[src/rtl/timer_pkg.sv]
// timer_pkg: shared scheduler state encoding and round-robin pick helper
//   sched_state_t : one-hot FSM states IDLE, RUN, FINISH
//   rr_pick       : first set bit of req at or above ptr, wrapping modulo n
//                   (req up to 16 bits, ptr and result up to 4 bits)
package timer_pkg;
   typedef enum logic [2:0] {
      IDLE   = 3'b001,
      RUN    = 3'b010,
      FINISH = 3'b100
   } sched_state_t;
   // Scans from the farthest offset back towards ptr, so the nearest set bit is the last one written.
   function automatic logic [3:0] rr_pick(input logic [15:0] req, input logic [3:0] ptr, input int n);
      logic [3:0] w;
      int idx;
      w = ptr;
      for (int k = 15; k >= 0; k--) begin
         idx = (int'(ptr) + k) % n;
         if (k < n && req[4'(idx)]) w = 4'(idx);
      end
      return w;
   endfunction
endpackage

[src/rtl/rr_arbiter.sv]
// rr_arbiter: combinational round-robin winner selection
//   REQ    : per-requester request levels
//   PTR    : highest-priority index for this pick
//   WINNER : index of the first set REQ bit at or above PTR, wrapping at R-1
//   VALID  : high when any REQ bit is set
module rr_arbiter import timer_pkg::*; #(
   parameter int R = 4
) (
   input  logic [R-1:0]         REQ,
   input  logic [$clog2(R)-1:0] PTR,
   output logic [$clog2(R)-1:0] WINNER,
   output logic                 VALID
);
   localparam int PW = $clog2(R);
   logic [3:0] pick;
   assign pick = rr_pick(16'(REQ), 4'(PTR), R);
   assign WINNER = PW'(pick);
   assign VALID = |REQ;
endmodule

[src/rtl/timer_scheduler.sv]
// timer_scheduler: one countdown timer shared round-robin between R requesters
//   CLK, RESET : rising-edge clock, synchronous active-high reset
//   REQ        : request levels, held until DONE or dropped to abort
//   DUR        : packed durations, requester i at [i*W +: W], sampled only at grant
//   GNT, DONE  : one-hot grant (RUN and FINISH) and one-cycle completion pulse
//   BUSY       : high in RUN and FINISH
//   OWNER      : current or last owner index
//   COUNT      : remaining count, 0 in IDLE
module timer_scheduler import timer_pkg::*; #(
   parameter int R = 4,
   parameter int W = 8
) (
   input  logic                 CLK,
   input  logic                 RESET,
   input  logic [R-1:0]         REQ,
   input  logic [R*W-1:0]       DUR,
   output logic [R-1:0]         GNT,
   output logic [R-1:0]         DONE,
   output logic                 BUSY,
   output logic [$clog2(R)-1:0] OWNER,
   output logic [W-1:0]         COUNT
);
   localparam int PW = $clog2(R);
   sched_state_t state;
   logic [PW-1:0] ptr, win, nxt;
   logic vld;
   logic [R-1:0][W-1:0] dur_a;
   assign dur_a = DUR;
   // Pointer wraps explicitly so non-power-of-two R never yields an index >= R.
   assign nxt = (OWNER == PW'(R - 1)) ? '0 : OWNER + PW'(1);
   rr_arbiter #(.R(R)) u_arb (
      .REQ(REQ),
      .PTR(ptr),
      .WINNER(win),
      .VALID(vld)
   );
   always_ff @(posedge CLK) begin
      if (RESET) begin
         state <= IDLE;
         ptr   <= '0;
         OWNER <= '0;
         COUNT <= '0;
         GNT   <= '0;
         DONE  <= '0;
         BUSY  <= 1'b0;
      end else begin
         case (state)
            IDLE: if (vld) begin
               state <= RUN;
               OWNER <= win;
               COUNT <= (dur_a[win] == '0) ? W'(1) : dur_a[win];
               GNT   <= R'(1) << win;
               BUSY  <= 1'b1;
            end
            // A dropped request aborts silently; it still costs the owner its turn.
            RUN: if (!REQ[OWNER]) begin
               state <= IDLE;
               GNT   <= '0;
               BUSY  <= 1'b0;
               COUNT <= '0;
               ptr   <= nxt;
            end else if (COUNT == W'(1)) begin
               state <= FINISH;
               DONE  <= GNT;
            end else begin
               COUNT <= COUNT - W'(1);
            end
            FINISH: begin
               state <= IDLE;
               DONE  <= '0;
               GNT   <= '0;
               BUSY  <= 1'b0;
               COUNT <= '0;
               ptr   <= nxt;
            end
            default: state <= IDLE;
         endcase
      end
   end
endmodule

[config.mk]
export PLATFORM = sky130hd
export DESIGN_NAME = timer_scheduler
export DESIGN_NICKNAME = d
export VERILOG_FILES = /design/src/rtl/timer_pkg.sv /design/src/rtl/rr_arbiter.sv /design/src/rtl/timer_scheduler.sv
export SDC_FILE = /design/constraint.sdc
export NUM_CORES = 1
export LEC_CHECK = 0
export CORE_ASPECT_RATIO = 0.8
export CORE_MARGIN = 3
export CORE_UTILIZATION = 44
export DETAILED_ROUTE_END_ITERATION = 8
export PLACE_DENSITY = 0.79
export SYNTH_ARGS = -nofsm -noshare
export SYNTH_HDL_FRONTEND = slang
export SYNTH_SLANG_ARGS = --single-unit
[constraint.sdc]
create_clock -name CLK -period 3.6 [get_ports CLK]
set_clock_uncertainty 0.15 [all_clocks]
set_input_delay 0.72 -clock CLK [delete_from_list [all_inputs] [get_ports CLK]]
set_output_delay 0.72 -clock CLK [all_outputs]
set_load 0.01 [all_outputs]
==> impl_metrics.yaml <==
run_status:
  status: "finished, final reports clean"
detailed_routing:
  routed_wl_mm: 4.43
  num_vias: 1578
  post-route-drc-count: 0
  antenna_left: 0
  avgViaCountPerCell: 5.64
  first_pass_iters: 4
  drtIter0Drc: 59
  post_drt_wl_per_cell_um: 15.8
critical_path:
  rr_worst_depth: 8
  cp_common_cell: "mux2i_1"
  critical_path_arrival_ns: 3.25
  required_ns: 3.65
  worstPathCellList: "clkdlybuf4s50_1 > nor2b_1 > a21oi_1 > o211ai_1 > buf_12 > mux2i_1 > mux2i_1 > or4_1 > o22ai_1"
  rrSetupSlack_ns: 0.94
  critical_path.max_stage_delay_ns: 0.58
  path_class: "input port to flop"
  r2r_start: "OWNER[0]$_SDFFE_PP0P_"
  slowest_stage: "clkdlybuf4s50_1"
  critPathMaxFanout: 16
  cp-end-kind: "flop"
  r2r-end: "COUNT[0]$_SDFFE_PP0P_"
  start_kind: "input port"
synth:
  synth_warnings: 0
  ys_ff_latch: 24
  synth_flop_cell: "dfxtp_1"
  yosysMostFrequentCell: "mux2i_1"
  synth-edff-count: 0
  synth_nets: 224
  synthDistinctLibCells: 43
  synth_area_leader_cell: "dfxtp_1"
  synthCells: 183
  synth_area_mm2: 0.00154
  async_reset_ff_share_pct: 0
  seq_area_frac_synth_pct: 31.1
  yosys-top-cells-count: "25 x mux2i_1, 24 x dfxtp_1, 24 x nor2_1, 15 x a21oi_1"
  postSynthAreaPerCell_um2: 8.44
  synth.area.top_cells: "dfxtp_1 31%, mux2i_1 16%, nor2_1 5.8%"
  synth_top_area_share_pct: 31.1
sta:
  hold_violations: 0
  rsz0062_at_grt: "no"
  min_period_ns: 3.20
  final_max_slew_viol_count: 0
  max_freq_mhz: 313
  timing.hold.ws_ns: 0.355
  min_period_over_period_pct: 88.9
  maxSlewHeadroom_pct: 57.1
  finalSetupViolCount: 0
  tightest_slew_ns: 0.644
  setup_tns_ns: 0
clock_tree:
  ctsResizeCount: 0
  root_buffer: "clkbuf_8"
  path_clk_slew_ns: 0.09
  clk_latency_ns: 0.27
  holdBufCountCts: 0
  numCtsBuffers: 3
  cts_setup_buffers: 0
  htreeDepth: 1
  clk_path_buf_depth: 2
  cts_tree: "built"
  cts_sinks: 24
place:
  dpl.cell_count: 276
  hpwl_mm: 3.34
  io_buffer_count: 56
  gp_congestion: 0.838
global_route:
  grt_pass1_wl_mm: 7.36
  grt_use_met3_pct: 4.41
  overflow: 0
  busiest_layer: "met2"
  grtUsageMet1_pct: 31.6
  use_met2_pct: 33.5
  grt_max_degree: 23
  first_global_vias: 1526
  antenna_found_initial: 0
  grt_util_all_layers_pct: 22.0
floorplan:
  dieArea_mm2: 0.00426
  rows: 18
  start_util_pct: 47.9
  io_pins: 57
  core_mm2: 0.00322
  die_w_um: 72.2
  die_height_um: 59.0
worst_hold_path:
  hold_class: "flop to flop"
  holdPathEnd: "BUSY$_SDFFE_PP0P_"
  hold-path-cell-count: 2
  hp-start: "BUSY$_SDFFE_PP0P_"
run:
  drv_cap: 0
final_layout:
  nNetsFinal: 282
  fin_cells: 280
  num_antenna_cells: 0
  layout-drive-gt1-share_pct: 7.08
  syn_to_final_growth_pct: 43.6
  fillers: 275
power:
  vdd_drop_max_uv: 281
  p_leak_nw: 0.962
  power_density_mw_per_mm2: 382
==> worst max path at each step <==
stage / start / end / cells past startpoint
2_1_floorplan: REQ[1] / COUNT[0]$_SDFFE_PP0P_ / 8
3_3_place_gp: REQ[3] / COUNT[0]$_SDFFE_PP0P_ / 9
3_5_place_dp: REQ[0] / COUNT[0]$_SDFFE_PP0P_ / 9
4_1_cts: REQ[0] / COUNT[0]$_SDFFE_PP0P_ / 9
5_1_grt: REQ[0] / COUNT[0]$_SDFFE_PP0P_ / 9
6_report: REQ[0] / COUNT[0]$_SDFFE_PP0P_ / 9
==> cell families (layout without fill, tap and decap cells) <==
kind of cell,Yosys count,in the layout,synth area share (%)
compound gates,45,45,18.0
xor+xnor,5,5,2.84
simple gates,68,68,24.2
flops,24,24,31.1
fa+ha+maj,3,3,2.43
buf+inv,12,69,3.73
mux,26,26,17.7
==> sequential cells by signal, summed over array words and instances, names as in the netlist <==
signal  count
COUNT       8
OWNER       2
ptr         2
BUSY        1
GNT         4
state       3
DONE        4
==> power breakdown <==
part	internal (W)	total [W]	switching (W)
clock	0.0000977	0.000184	0.0000864
sequential	0.000293	0.000331	0.0000382
combinational	0.000173	0.000331	0.000158
==> routing by layer <==
layer,vias up,wire [µm]
li1,784,-
met1,734,2110
met2,54,1950
met3,6,310
met4,0,59
met5,-,0
==> stage by stage <==
| step | power (W) | util (%) | worst slack [ns] | instance area [µm²] |
|---|---|---|---|---|
| after global routing | 0.000899 | 68.8 | 0.179 | 2220 |
| after floorplan | 0.000521 | - | 0.842 | 1540 |
| final | 0.000846 | 68.8 | 0.401 | 2220 |
| after detailed placement | 0.000664 | 67.1 | 0.129 | 2160 |
| after global placement | 0.000663 | 67.1 | 0.208 | 2160 |
| after CTS | 0.000848 | 68.8 | 0.407 | 2220 |
==> layout by cell type (no fill, tap or decap), types with 5 or more instances in the layout <==
master and instances:
clkdlybuf4s50_1 56, o21ai_0 12, dfxtp_1 24, mux2i_1 25, nor3_1 5, nor2_1 24, nand2_1 12, a21oi_1 15
==> critical path, delay by kind of cell <==
| family | cells | cell delay (ns) |
|---|---|---|
| simple gates | 2 | 0.75 |
| compound gates | 3 | 0.64 |
| mux | 2 | 0.32 |
| buf+inv | 2 | 0.81 |
==> layout make-up <==
class | instances | area (µm²) | area share [%]
multi-input cells | 147 | 1010 | 45.4
repair buffers | 61 | 611 | 27.5
flip-flops and latches | 24 | 480 | 21.7
clock buffers | 4 | 55.1 | 2.48
well taps | 40 | 50.0 | 2.26
inverters | 4 | 15.0 | 0.677
Power figures use the tool's default switching activity.
==> edit, RTL diff (same flow settings) <==
`R` is set to 4 in 2 places; all go to 8.
--- a/src/rtl/rr_arbiter.sv
+++ b/src/rtl/rr_arbiter.sv
@@ -6,3 +6,3 @@
 module rr_arbiter import timer_pkg::*; #(
-   parameter int R = 4
+   parameter int R = 8
 ) (
--- a/src/rtl/timer_scheduler.sv
+++ b/src/rtl/timer_scheduler.sv
@@ -9,3 +9,3 @@
 module timer_scheduler import timer_pkg::*; #(
-   parameter int R = 4,
+   parameter int R = 8,
    parameter int W = 8
Interface: changed (5 resized); port bits go from 57 to 102. No check against the original RTL was run, so the function may have changed too.
==> edit against the unedited design <==
- the run now ends with setup timing left
- final area rose to 2.9 times the old value
- worst setup slack got worse by 410 ps
- sequential share of layout area decreased by 11 points
- wire length grew to 3.7 times the old value
- total power grew to 2.8 times the old value
- sequential cell count increased by 10
- sequential power grew 42%
- clock power rose to 2.6 times the old value
- area after synthesis grew to 2.7 times the old value
- global-route usage increased by 6.2 points
- die area rose by 150%
- critical path type is now register to register
- largest power group is now combinational cells
==> edit: results (changes against the unedited design) <==
* Compound-cell area share of the yosys netlist at 32.8% (+15 points)
* Crit-path max cell delay at 380 ps (-200 ps)
* Violated checks: setup timing
* Final setup TNS at -7.17 ps (-7.17 ps)
* Worst R2R Path Depth at 16 (+8)
* Vias per cell at 6.65 (+18%)
* Status: finished, violations left
* M1 WL at 6460 um (+210%)
* Non-clk buf share at 28.6% (+1.1 points)
* Root buf cell: clkbuf_16
* Crit-path max FO at 7 (-9)
* Slew headroom at 27.5% (-30 points)
* Slowest library cell on the worst path: dfxtp_4
* Adder-cell area share of the yosys netlist at 1.82% (-0.61 points)
* First-pass GRT wire length at 24700 um (+240%)
* Synth cell count leaders: nor2_1 (50), a21oi_1 (34), dfxtp_1 (34), nand2_1 (34), mux2i_1 (29)
* Worst Setup SP: ptr[1]
* Core region area at 0.00878 mm2 (+170%)
* Register area share after synthesis at 16.5% (-15 points)
* Total CTS buffers at 5 (+2)
* Final setup vio count at 1 (+1)
* Final worst setup slack at -7.17 ps (-408 ps)
* Fillers at 648 (+140%)
* Post-DP HPWL at 11600 um (+250%)
* Share of cells above drive strength 1 at 31.9% (+25 points)
* DR iter-0 viols at 649 (+1000%)
* Final wirelength at 16400 um (+270%)
edit: changes by cell type in the layout (fill, tap and decap cells not counted), sizes merged, moves of 15 or more:
cell           change
a21oi             +19
mux4              +16
a221oi            +24
nand2             +21
buf              +100
nand3             +15
nor2              +27
clkdlybuf4s50     +37
edit: repair_timing:
item | in CTS | in global routing
resized for setup | 47 | 79
pin swaps | 7 | 26
setup buffers | 1 | 7
setup endpoints to repair | 16 | 10
gates cloned | 0 | 1
edit: report_power, final:
part / total (mW) / internal (mW) / leakage [nW] / switching (mW)
Clock: 0.480 / 0.327 / 0.0781 / 0.153
Sequential: 0.470 / 0.416 / 0.279 / 0.0535
Combinational: 1.44 / 0.712 / 1.96 / 0.728
Total: 2.39 / 1.45 / 2.32 / 0.934
